### src/rtl/alu_pkg.sv
// Shared definitions for the multi-cycle ALU.
//   OP_*     : 3-bit opcode encodings presented on op
//   state_t  : control FSM encoding (idle / iterating / result held)
package alu_pkg;

  localparam logic [2:0] OP_PASS = 3'b000;
  localparam logic [2:0] OP_NOR  = 3'b001;
  localparam logic [2:0] OP_ADD  = 3'b010;
  localparam logic [2:0] OP_SUB  = 3'b011;
  localparam logic [2:0] OP_SHL  = 3'b100;
  localparam logic [2:0] OP_SHR  = 3'b101;
  localparam logic [2:0] OP_MUL  = 3'b110;
  localparam logic [2:0] OP_ZERO = 3'b111;

  typedef enum logic [1:0] {
    ST_IDLE = 2'd0,
    ST_BUSY = 2'd1,
    ST_DONE = 2'd2
  } state_t;

endpackage

### src/rtl/alu_shift_add_mul.sv
// Iterative unsigned shift-add multiplier.
//   clk, rst   : clock, synchronous active-high reset
//   start_i    : load operands and perform the first step on this edge
//   a_i, b_i   : multiplicand / multiplier, sampled only with start_i
//   done_o     : the step taken on the coming edge is the last one
//   prod_o     : accumulator value after the coming edge (full 2*WIDTH product when done_o)
module alu_shift_add_mul #(
  parameter int WIDTH = 8
) (
  input  logic               clk,
  input  logic               rst,
  input  logic               start_i,
  input  logic [WIDTH-1:0]   a_i,
  input  logic [WIDTH-1:0]   b_i,
  output logic               done_o,
  output logic [2*WIDTH-1:0] prod_o
);

  localparam int CW = $clog2(WIDTH) + 1;

  logic [2*WIDTH-1:0] acc_q, acc_d, step_src;
  logic [WIDTH-1:0]   mcand_q, mcand_d;
  logic [CW-1:0]      cnt_q, cnt_d;
  logic [WIDTH:0]     upper;

  // The first step happens on the start edge itself, so the full product
  // is available after WIDTH edges with the multiplier in the low half.
  always_comb begin
    step_src = start_i ? {{WIDTH{1'b0}}, b_i} : acc_q;
    mcand_d  = start_i ? a_i : mcand_q;
    upper    = {1'b0, step_src[2*WIDTH-1:WIDTH]}
             + ({1'b0, mcand_d} & {(WIDTH+1){step_src[0]}});
    acc_d    = acc_q;
    cnt_d    = cnt_q;
    if (start_i) begin
      acc_d = {upper, step_src[WIDTH-1:1]};
      cnt_d = CW'(WIDTH - 1);
    end else if (cnt_q != '0) begin
      acc_d = {upper, step_src[WIDTH-1:1]};
      cnt_d = cnt_q - CW'(1);
    end
  end

  always_ff @(posedge clk) begin
    if (rst) begin
      acc_q   <= '0;
      mcand_q <= '0;
      cnt_q   <= '0;
    end else begin
      acc_q   <= acc_d;
      mcand_q <= mcand_d;
      cnt_q   <= cnt_d;
    end
  end

  assign done_o = (cnt_q == CW'(1));
  assign prod_o = acc_d;

endmodule

### src/rtl/alu_seq.sv
// Multi-cycle ALU with valid/ready operand and result handshakes.
//   clk, rst              : clock, synchronous active-high reset
//   in_valid/in_ready     : operand handshake (ready only when idle)
//   op, a, b              : opcode and operands, captured on acceptance
//   out_valid/out_ready   : result handshake
//   result, cout, zout    : registered result, carry-style flag, zero flag
module alu_seq
  import alu_pkg::*;
#(
  parameter int WIDTH = 8
) (
  input  logic             clk,
  input  logic             rst,
  input  logic             in_valid,
  output logic             in_ready,
  input  logic [2:0]       op,
  input  logic [WIDTH-1:0] a,
  input  logic [WIDTH-1:0] b,
  output logic             out_valid,
  input  logic             out_ready,
  output logic [WIDTH-1:0] result,
  output logic             cout,
  output logic             zout
);

  localparam int CW = $clog2(WIDTH) + 1;
  localparam logic [CW-1:0]    W_CNT = CW'(WIDTH);
  localparam logic [WIDTH-1:0] W_B   = WIDTH'(WIDTH);

  state_t             state_q, state_d;
  logic [2:0]         op_q, op_d;
  logic [WIDTH-1:0]   sh_q, sh_d, sh_src, sh_step;
  logic [CW-1:0]      shcnt_q, shcnt_d, n;
  logic [WIDTH-1:0]   result_q, result_d;
  logic               cout_q, cout_d;
  logic               sh_left, sh_out, mul_start, mul_done;
  logic [WIDTH:0]     sum, diff;
  logic [2*WIDTH-1:0] mul_prod;

  assign n    = (b >= W_B) ? W_CNT : b[CW-1:0];
  assign sum  = {1'b0, a} + {1'b0, b};
  assign diff = {1'b0, a} - {1'b0, b};

  // One shifter serves both the first step (taken on the accept edge from a)
  // and every later step (from the working register).
  always_comb begin
    sh_src  = (state_q == ST_IDLE) ? a : sh_q;
    sh_left = (state_q == ST_IDLE) ? (op == OP_SHL) : (op_q == OP_SHL);
    sh_step = sh_left ? {sh_src[WIDTH-2:0], 1'b0} : {1'b0, sh_src[WIDTH-1:1]};
    sh_out  = sh_left ? sh_src[WIDTH-1] : sh_src[0];
  end

  assign mul_start = in_valid && (state_q == ST_IDLE) && (op == OP_MUL);

  alu_shift_add_mul #(.WIDTH(WIDTH)) u_mul (
    .clk     (clk),
    .rst     (rst),
    .start_i (mul_start),
    .a_i     (a),
    .b_i     (b),
    .done_o  (mul_done),
    .prod_o  (mul_prod)
  );

  always_comb begin
    state_d  = state_q;
    op_d     = op_q;
    sh_d     = sh_q;
    shcnt_d  = shcnt_q;
    result_d = result_q;
    cout_d   = cout_q;
    case (state_q)
      ST_IDLE: begin
        if (in_valid) begin
          op_d    = op;
          state_d = ST_DONE;
          case (op)
            OP_PASS: begin result_d = a;        cout_d = 1'b0; end
            OP_NOR:  begin result_d = ~(a | b); cout_d = 1'b0; end
            OP_ADD:  {cout_d, result_d} = sum;
            OP_SUB:  {cout_d, result_d} = diff;
            OP_SHL, OP_SHR: begin
              if (n == '0) begin
                result_d = a;
                cout_d   = 1'b0;
              end else if (n == CW'(1)) begin
                result_d = sh_step;
                cout_d   = sh_out;
              end else begin
                sh_d    = sh_step;
                shcnt_d = n - CW'(1);
                state_d = ST_BUSY;
              end
            end
            OP_MUL:  state_d = ST_BUSY;
            default: begin result_d = '0; cout_d = 1'b0; end
          endcase
        end
      end
      ST_BUSY: begin
        if (op_q == OP_MUL) begin
          if (mul_done) begin
            result_d = mul_prod[WIDTH-1:0];
            cout_d   = |mul_prod[2*WIDTH-1:WIDTH];
            state_d  = ST_DONE;
          end
        end else begin
          sh_d    = sh_step;
          shcnt_d = shcnt_q - CW'(1);
          if (shcnt_q == CW'(1)) begin
            result_d = sh_step;
            cout_d   = sh_out;
            state_d  = ST_DONE;
          end
        end
      end
      ST_DONE: begin
        if (out_ready) state_d = ST_IDLE;
      end
      default: state_d = ST_IDLE;
    endcase
  end

  always_ff @(posedge clk) begin
    if (rst) begin
      state_q  <= ST_IDLE;
      op_q     <= OP_PASS;
      sh_q     <= '0;
      shcnt_q  <= '0;
      result_q <= '0;
      cout_q   <= 1'b0;
    end else begin
      state_q  <= state_d;
      op_q     <= op_d;
      sh_q     <= sh_d;
      shcnt_q  <= shcnt_d;
      result_q <= result_d;
      cout_q   <= cout_d;
    end
  end

  assign in_ready  = (state_q == ST_IDLE);
  assign out_valid = (state_q == ST_DONE);
  assign result    = result_q;
  assign cout      = cout_q;
  assign zout      = (result_q == '0);

endmodule

### config.mk
export PLATFORM = sky130hd
export DESIGN_NAME = alu_seq
export DESIGN_NICKNAME = d
export VERILOG_FILES = /design/src/rtl/alu_pkg.sv /design/src/rtl/alu_shift_add_mul.sv /design/src/rtl/alu_seq.sv
export SDC_FILE = /design/constraint.sdc
export NUM_CORES = 1
export LEC_CHECK = 0
export ABC_AREA = 1
export BUFFER_PORTS_ARGS = -buffer_cell sky130_fd_sc_hd__buf_2
export CAP_MARGIN = 20
export CELL_PAD_IN_SITES_DETAIL_PLACEMENT = 1
export CELL_PAD_IN_SITES_GLOBAL_PLACEMENT = 2
export CORE_UTILIZATION = 30
export CTS_BUF_LIST = sky130_fd_sc_hd__clkbuf_8 sky130_fd_sc_hd__clkbuf_16
export CTS_CLUSTER_DIAMETER = 150
export DETAILED_ROUTE_END_ITERATION = 7
export MAX_ROUTING_LAYER = met4
export PLACE_DENSITY = 0.81
export SLEW_MARGIN = 30
export SYNTH_ARGS = -nofsm -noshare
export SYNTH_HDL_FRONTEND = slang
export SYNTH_SLANG_ARGS = --single-unit
### constraint.sdc
create_clock -name clk -period 3.4 [get_ports clk]
set_input_delay 0.34 -clock clk [delete_from_list [all_inputs] [get_ports clk]]
set_output_delay 0.34 -clock clk [all_outputs]
set_load 0.01 [all_outputs]
==> key figures, run 1 <==
Status
  – Status: finished clean

Critical path
  – Nature of the critical path endpoint: flip-flop
  – Startpoint types: flip-flop
  – CP Class: flip-flop to flip-flop
  – Bufs and invs on worst path: 5
  – Largest fanout on the critical path: 9
  – Crit path DAT: 3170 ps
  – CP most frequent cell: nand2_1
  – FF-to-FF Start: state_q[0]
  – Crit-path slowest cell: fa_1
  – Critical Path RT: 3600 ps
  – Delay-heaviest family, CP: simple AND/OR/NAND/NOR gates
  – Worst path cell trace: nor2_4, nand2_4, nor2_8, inv_4, o21ai_1, inv_1, nor2_1, ha_1, inv_1, fa_1, inv_1, nand2_1, nand2_1, nand3_1, nand2_1, nand2_1, nand2_1, nand3_1, nor2_1, nand2_1, nand2_1, nand3_1, nand2_1, inv_1
  – Crit. Startpoint: state_q[0]
  – CP max stage delay: 380 ps

Timing
  – Hold Slack: 327 ps
  – Fin. max-slew vios: 0
  – Maximum clock frequency: 337 MHz
  – Final hold viol count: 0
  – Final min period: 2970 ps
  – Setup Total Neg Slack: 0 ps
  – Final worst-path cycle share: 87.3%
  – Final worst slack: 433 ps
  – Max-slew headroom: 58.7%
  – Clock skew: 14.0 ps
  – Setup violations, final: 0
  – Worst-margin pin slew: 618 ps
  – RSZ-0062 raised after global routing: no

Yosys
  – Ys flop type: dfxtp_1
  – Asr flop ratio synth: 0%
  – Synth Area in Adders: 11.9%
  – Synth Instances: 735
  – Seq cells post-synth: 54
  – Post-synth EDFFs: 0
  – Post-Syn Nets: 800
  – Main combinational cell family by area after synthesis: simple AND/OR/NAND/NOR gates
  – Syn_area_per_cell: 6.25 um2
  – Synth Area in Compound Gates: 18.6%
  – Sequential element share of the synthesized area: 23.5%
  – Post-Synth Simple-Gate Area: 33.8%
  – Mapped Area: 4590 um2
  – Ys Warns: 0
  – Mux cell area share after synthesis: 0%
  – Synth Area in XOR/XNOR: 0.572%
  – Netlist cell types: 43

Floorplan
  – Die height: 126 um
  – Core Rows: 44
  – Initial Util: 31.1%
  – Core Area: 14800 um2
  – Top Ports: 35
  – Die Wd: 126 um
  – Die area: 15800 um2

GRT
  – Pin count of the biggest net entering global routing: 37
  – Vias in the first global route: 4885
  – Initial antenna violation count: 0
  – GRT Total Usage: 21.2%
  – Gr ovfl total: 0
  – First-pass GRT wire length: 25800 um

Power and ir drop
  – Max IR drop VDD: 207 uV
  – Pint: 1490 uW
  – Sequential share of power: 29.9%
  – Sw Ratio: 44.1%
  – Clk pwr share: 22.7%
  – Leak Pwr: 0.00251 uW
  – Power Density: 520 nW/um2
  – Combinational Power Share: 47.4%
  – Psw: 1180 uW

Placed design
  – IO buf count: 34
  – DPL Wire Length: 13000 um
  – Placed cell count: 942
  – Setup WS pre-CTS: 165 ps
  – Placer Congestion: 0.879

Drt
  – DR pass1 iterations: 4
  – Residual DRC: 0
  – Vias: 4831
  – Initial drt markers: 276
  – WL final: 15800 um
  – Antenna Nets Post-Route: 0
  – Vias/cell: 5.07
  – Wirelength per Cell: 16.6 um

Clocking
  – Max Buffers Root-to-Sink: 2
  – Clock sinks: 54
  – Clock buffer count from CTS: 5
  – Hold Buf Count CTS: 0
  – CTS tree: yes
  – Worst-Skew Late Latency: 310 ps
  – Clock-pin transition on the worst setup and hold timing paths: 80 ps
  – Root Driver: clkbuf_16
  – CTS HTree Levels: 2

Layout
  – Ant diodes: 0
  – Sequential Area: 1080 um2
  – Final cell count without fillers: 953
  – Layout area overhead: 11.9%
  – Final nets: 833
  – Area of the multi-input gates: 2980 um2
  – Share of layout cells above drive strength 1: 12.4%
  – # fillers: 1958

Min path
  – Type of the worst min-delay path: input port to flip-flop
  – Hold path start: op[2]

Run
  – Max-Cap Viols: 0
## layout make-up
class                   instances  share of cell area [%]
multi-input cells             552                    58.0
flip-flops and latches         54                    21.0
inverters                     109                    8.15
repair buffers                 46                    5.06
well taps                     184                    4.48
clock buffers                   5                    2.43
clock inverters                 3                   0.852
## repair_timing
| item | in CTS | in global routing |
|---|---|---|
| resized for setup | 0 | 1 |
| buffers inserted | 0 | 3 |
| endpoints found under the setup margin | 0 | 1 |
## cells by family after synthesis
logic type,Yosys count
and+or+nand+nor,352
AOI/OAI and AO/OA,155
xor gates and xnor gates,3
adders and majority gates,42
buffers and inverters,129
DFF,54
## stage by stage
stage                     util (%)  area, um2  total power (uW)
after CTS                     34.7       5120              2700
after global placement        33.5       4950              2040
after detailed placement      33.5       4950              2080
after global routing          34.8       5140              2900
final                         34.8       5140              2670
after floorplan                  -       4590              1700
## worst min-delay path, stage by stage
cell and delay (ps):
buf_2 120, inv_2 70, a21oi_1 60
## state kept, by name (all words and copies together), names as in the netlist
signal         count
sh_q               8
u_mul.cnt_q        4
state_q            2
cout               1
op_q               3
u_mul.mcand_q      8
shcnt_q            4
result             8
u_mul.acc_q       16
## final timing paths
check,cells past startpoint,end,slack [ps]
hold / removal,3,op_q[2],330
hold reg to reg,2,sh_q[3],480
setup / recovery,24,cout,430
setup reg to reg,24,cout,430
## per-layer routing
layer | global-route usage [%] | up-vias | share of wire, %
li1 | - | 2438 | -
met3 | 2.76 | 8 | 3.1
met1 | 28.9 | 2331 | 50
met4 | 3.76 | 0 | 0.75
met2 | 33.9 | 54 | 46
met5 | - | - | 0
## synthesized netlist by cell type (2+ instances only)
master / n / area share [%]
o21ai_0: 61 / 6.6
fa_1: 3 / 1.3
o22ai_1: 5 / 0.68
nand4_1: 14 / 1.9
a211oi_1: 2 / 0.33
ha_1: 39 / 11
o21a_1: 2 / 0.33
buf_6: 2 / 0.49
dfxtp_1: 54 / 24
inv_2: 7 / 0.57
a21oi_1: 52 / 5.7
inv_1: 97 / 7.9
clkbuf_1: 10 / 0.82
nand2_4: 5 / 1.2
or2_2: 7 / 0.95
o211ai_1: 5 / 0.82
nand3_1: 49 / 5.3
xnor2_1: 2 / 0.38
inv_4: 4 / 0.54
a31oi_1: 3 / 0.41
nor3_1: 5 / 0.54
nand3b_1: 2 / 0.33
buf_2: 5 / 0.54
o21ai_2: 3 / 0.57
a21oi_2: 2 / 0.38
nand2_1: 178 / 15
o21ai_1: 15 / 1.6
nand2_2: 2 / 0.27
nor2_2: 3 / 0.41
nor2_4: 3 / 0.74
nor2_1: 81 / 6.6
nand3_2: 2 / 0.44
## placed cells by master, fill, tap and decap left out, types with 3 or more instances in the layout
cell type	Yosys	routed
o21ai_1	15	16
a21oi_1	52	52
fa_1	3	3
a31oi_1	3	3
inv_4	4	4
dfxtp_1	54	54
inv_2	7	7
nand3_1	49	49
nor2_1	81	81
nor2_2	3	3
buf_2	5	34
o21ai_0	61	60
inv_1	97	97
nand2_1	178	178
o21ai_2	3	3
ha_1	39	39
nand2_4	5	5
o22ai_1	5	5
nor2_4	3	3
nor3_1	5	5
nand4_1	14	14
o211ai_1	5	5
clkbuf_16	0	5
buf_4	1	12
or2_2	7	7
## power groups by stage
stage                     Sequential, uW  Clock [uW]  Combinational, uW
after floorplan                      810           0                888
after global placement               809           0               1230
after detailed placement             815           0               1260
after CTS                            801         625               1270
after global routing                 812         649               1440
final                                799         606               1270
No activity file was read; power rests on OpenSTA's default activity.
==> run 2: changes to the inputs <==
Settings changed: MAX_ROUTING_LAYER met4 to not set.
==> run 2 against run 1 <==
  * Non-clock buffer count is 2 lower
  * Hold slack better by 2.7 ps
  * Clock-buffer cell count is 1 higher
  * Combinational power hardly changed
  * Wire length is 0.60% higher
  * Flip-flop and latch count stayed put
  * Largest cell class unchanged
  * Cell area is 0.39% lower
  * Clock power is 8.6% lower
  * First-iteration DRC count is 17% lower
  * Register-to-register slack worse by 20 ps
  * Utilization is 0.14 points lower
  * Sequential share of layout area is 0.082 points higher
==> key figures, run 2 (synthesis results as in run 1) <==
Timing
  – Fin. max-slew vios: 0 (unchanged)
  – Setup Total Neg Slack: 0 ps (unchanged)
  – Final min period: 2990 ps (was 2970 ps)
  – RSZ-0062 raised after global routing: no (unchanged)
  – Maximum clock frequency: 335 MHz (was 337 MHz)
  – Max-slew headroom: 57.0% (was 58.7%)
  – Worst-margin pin slew: 645 ps (was 618 ps)
  – Final hold viol count: 0 (unchanged)
  – Clock skew: 8.19 ps (was 14.0 ps)
  – Setup violations, final: 0 (unchanged)
  – Final worst-path cycle share: 87.9% (was 87.3%)
  – Hold Slack: 330 ps (was 327 ps)

Clocking
  – Max Buffers Root-to-Sink: 2 (unchanged)
  – Root Driver: clkbuf_16 (unchanged)
  – Clock buffer count from CTS: 5 (unchanged)
  – PostCTS Resize Cnt: 0 (unchanged)
  – CTS tree: yes (unchanged)
  – Clock sinks: 54 (unchanged)
  – Clock-pin transition on the worst setup and hold timing paths: 70 ps (was 80 ps)
  – CTS HTree Levels: 2 (unchanged)
  – Worst-Skew Late Latency: 310 ps (about the same)

Power and ir drop
  – Clk pwr share: 21.0% (was 22.7%)
  – Pint: 1430 uW (was 1490 uW)
  – Max IR drop VDD: 217 uV (was 207 uV)
  – Total power: 2640 uW (was 2670 uW)
  – Combinational Power Share: 48.6% (was 47.4%)
  – Power Density: 515 nW/um2 (was 520 nW/um2)
  – Sw Ratio: 45.6% (was 44.1%)
  – Psw: 1200 uW (was 1180 uW)
  – Sequential share of power: 30.4% (was 29.9%)
  – Leak Pwr: 0.00249 uW (was 0.00251 uW)

Min path
  – Type of the worst min-delay path: input port to flip-flop (unchanged)
  – Hold endpoint: state_q[1] (was op_q[2])
  – Worst Hold Depth: 4 (was 3)
  – Hold path start: out_ready (was op[2])

Drt
  – Antenna Nets Post-Route: 0 (unchanged)
  – Residual DRC: 0 (unchanged)
  – Vias: 4830 (was 4831)
  – Initial drt markers: 228 (was 276)
  – Vias/cell: 5.08 (was 5.07)
  – WL final: 15900 um (was 15800 um)
  – Wirelength per Cell: 16.7 um (was 16.6 um)
  – DR pass1 iterations: 4 (unchanged)

Layout
  – Commonest non-fill, non-tap cell in the layout: nand2_1 (unchanged)
  – Largest Register: u_mul.acc_q (unchanged)
  – Ant diodes: 0 (unchanged)
  – # fillers: 1952 (was 1958)
  – Area of the multi-input gates: 2980 um2 (unchanged)
  – Sequential Area: 1080 um2 (unchanged)
  – Share of layout cells above drive strength 1: 12.1% (was 12.4%)
  – Final nets: 831 (was 833)
  – Layout area overhead: 11.5% (was 11.9%)
  – Commonest cells after routing, fill and taps aside: 178 x nand2_1, 97 x inv_1, 81 x nor2_1, 61 x o21ai_0, 54 x dfxtp_1 (was 178 x nand2_1, 97 x inv_1, 81 x nor2_1, 60 x o21ai_0, 54 x dfxtp_1)
  – Largest register FFs: 16 (unchanged)

Floorplan
  – Die area: 15800 um2 (unchanged)
  – Initial Util: 31.1% (unchanged)
  – Top Ports: 35 (unchanged)
  – Die height: 126 um (unchanged)
  – Core Area: 14800 um2 (unchanged)
  – Core Rows: 44 (unchanged)
  – Die Wd: 126 um (unchanged)

Critical path
  – Crit path DAT: 3200 ps (was 3170 ps)
  – Worst Reg2Reg Path Length in Cells: 23 (was 24)
  – Startpoint types: flip-flop (unchanged)
  – Largest fanout on the critical path: 33 (was 9)
  – CP Class: flip-flop to flip-flop (unchanged)
  – Critical Path RT: 3610 ps (was 3600 ps)
  – Worst r2r dst: cout (unchanged)
  – Nature of the critical path endpoint: flip-flop (unchanged)
  – R2R setup slack: 410 ps (was 430 ps)
  – FF-to-FF Start: state_q[0] (unchanged)

GRT
  – Initial antenna violation count: 0 (unchanged)
  – Vias in the first global route: 4885 (unchanged)
  – First-pass GRT wire length: 26000 um (was 25800 um)
  – GRT Total Usage: 20.8% (was 21.2%)
  – Pin count of the biggest net entering global routing: 36 (was 37)
  – Gr ovfl total: 0 (unchanged)

Status
  – Status: finished clean (unchanged)

Placed design
  – Placer Congestion: 0.858 (was 0.879)
  – DPL Wire Length: 12800 um (was 13000 um)
  – IO buf count: 34 (unchanged)

Run
  – Max-Cap Viols: 0 (unchanged)
[run 2: cell types whose count changed in the layout (fill, tap and decap cells not counted), sizes merged]
| cell | change |
|---|---|
| inv | -1 |
| bufinv | -1 |
| buf | -2 |
| clkinvlp | +1 |
| clkbuf | +1 |
[run 2: worst max-delay path, stage by stage (launching register included)]
cell and delay, ps:
dfxtp_1 350, nor2_4 160, nand2_4 100, nor2_8 130, buf_12 200, o21ai_0 130, nor2_1 130, ha_1 200
inv_1 70, fa_1 380, inv_1 100, nand2_1 60, nand2_1 110, nand3_1 80, nand2_1 70, nand2_1 60
nand2_1 90, nand3_1 90, nor2_1 100, nand2_1 60, nand2_1 60, nand3_1 60, nand2_1 70, inv_1 30
[run 2: worst max-delay path by stage]
stage / startpoint / end / slack [ps] / cells past startpoint
6_report: state_q[0] / cout / 410 / 23
5_1_grt: state_q[0] / cout / 50 / 23
3_3_place_gp: op[0] / cout / 240 / 24
4_1_cts: state_q[1] / cout / 190 / 23
2_1_floorplan: op[0] / cout / 440 / 25
3_5_place_dp: op[0] / cout / 130 / 24
[run 2: final cells by class]
| class | instances | share of cell area, % |
|---|---|---|
| Tap cell | 184 | 4.50 |
| Inverter | 109 | 8.19 |
| Clock buffer | 6 | 2.71 |
| Timing Repair Buffer | 44 | 5.03 |
| Multi-Input combinational cell | 552 | 58.2 |
| Clock inverter | 2 | 0.244 |
| Sequential cell | 54 | 21.1 |
[run 2: what timing repair did]
item,in CTS,in global routing
hold buffers,0,0
setup buffers,0,2
setup endpoints to repair,0,1
[run 2: routing by layer]
metal	share of wire (%)	track usage (%)
met5	0	0
met2	46	33.7
met1	50	29.5
met4	1.2	4.54
met3	3.0	2.25
[run 2: through the flow]
stage          cells  worst slack, ps  cell area [um2]  util [%]
2_1_floorplan    735              442             4590         -
3_5_place_dp     941              134             4950      33.6
3_3_place_gp     941              244             4950      33.6
5_1_grt          951             51.5             5120      34.7
6_report         951              413             5120      34.7
4_1_cts          949              186             5100      34.6
[run 2: power by group through the flow]
stage	Sequential, uW	Combinational, uW	Clock, uW
2_1_floorplan	810	888	0
4_1_cts	802	1280	570
6_report	800	1280	554
5_1_grt	814	1450	585
3_3_place_gp	809	1230	0
3_5_place_dp	816	1270	0
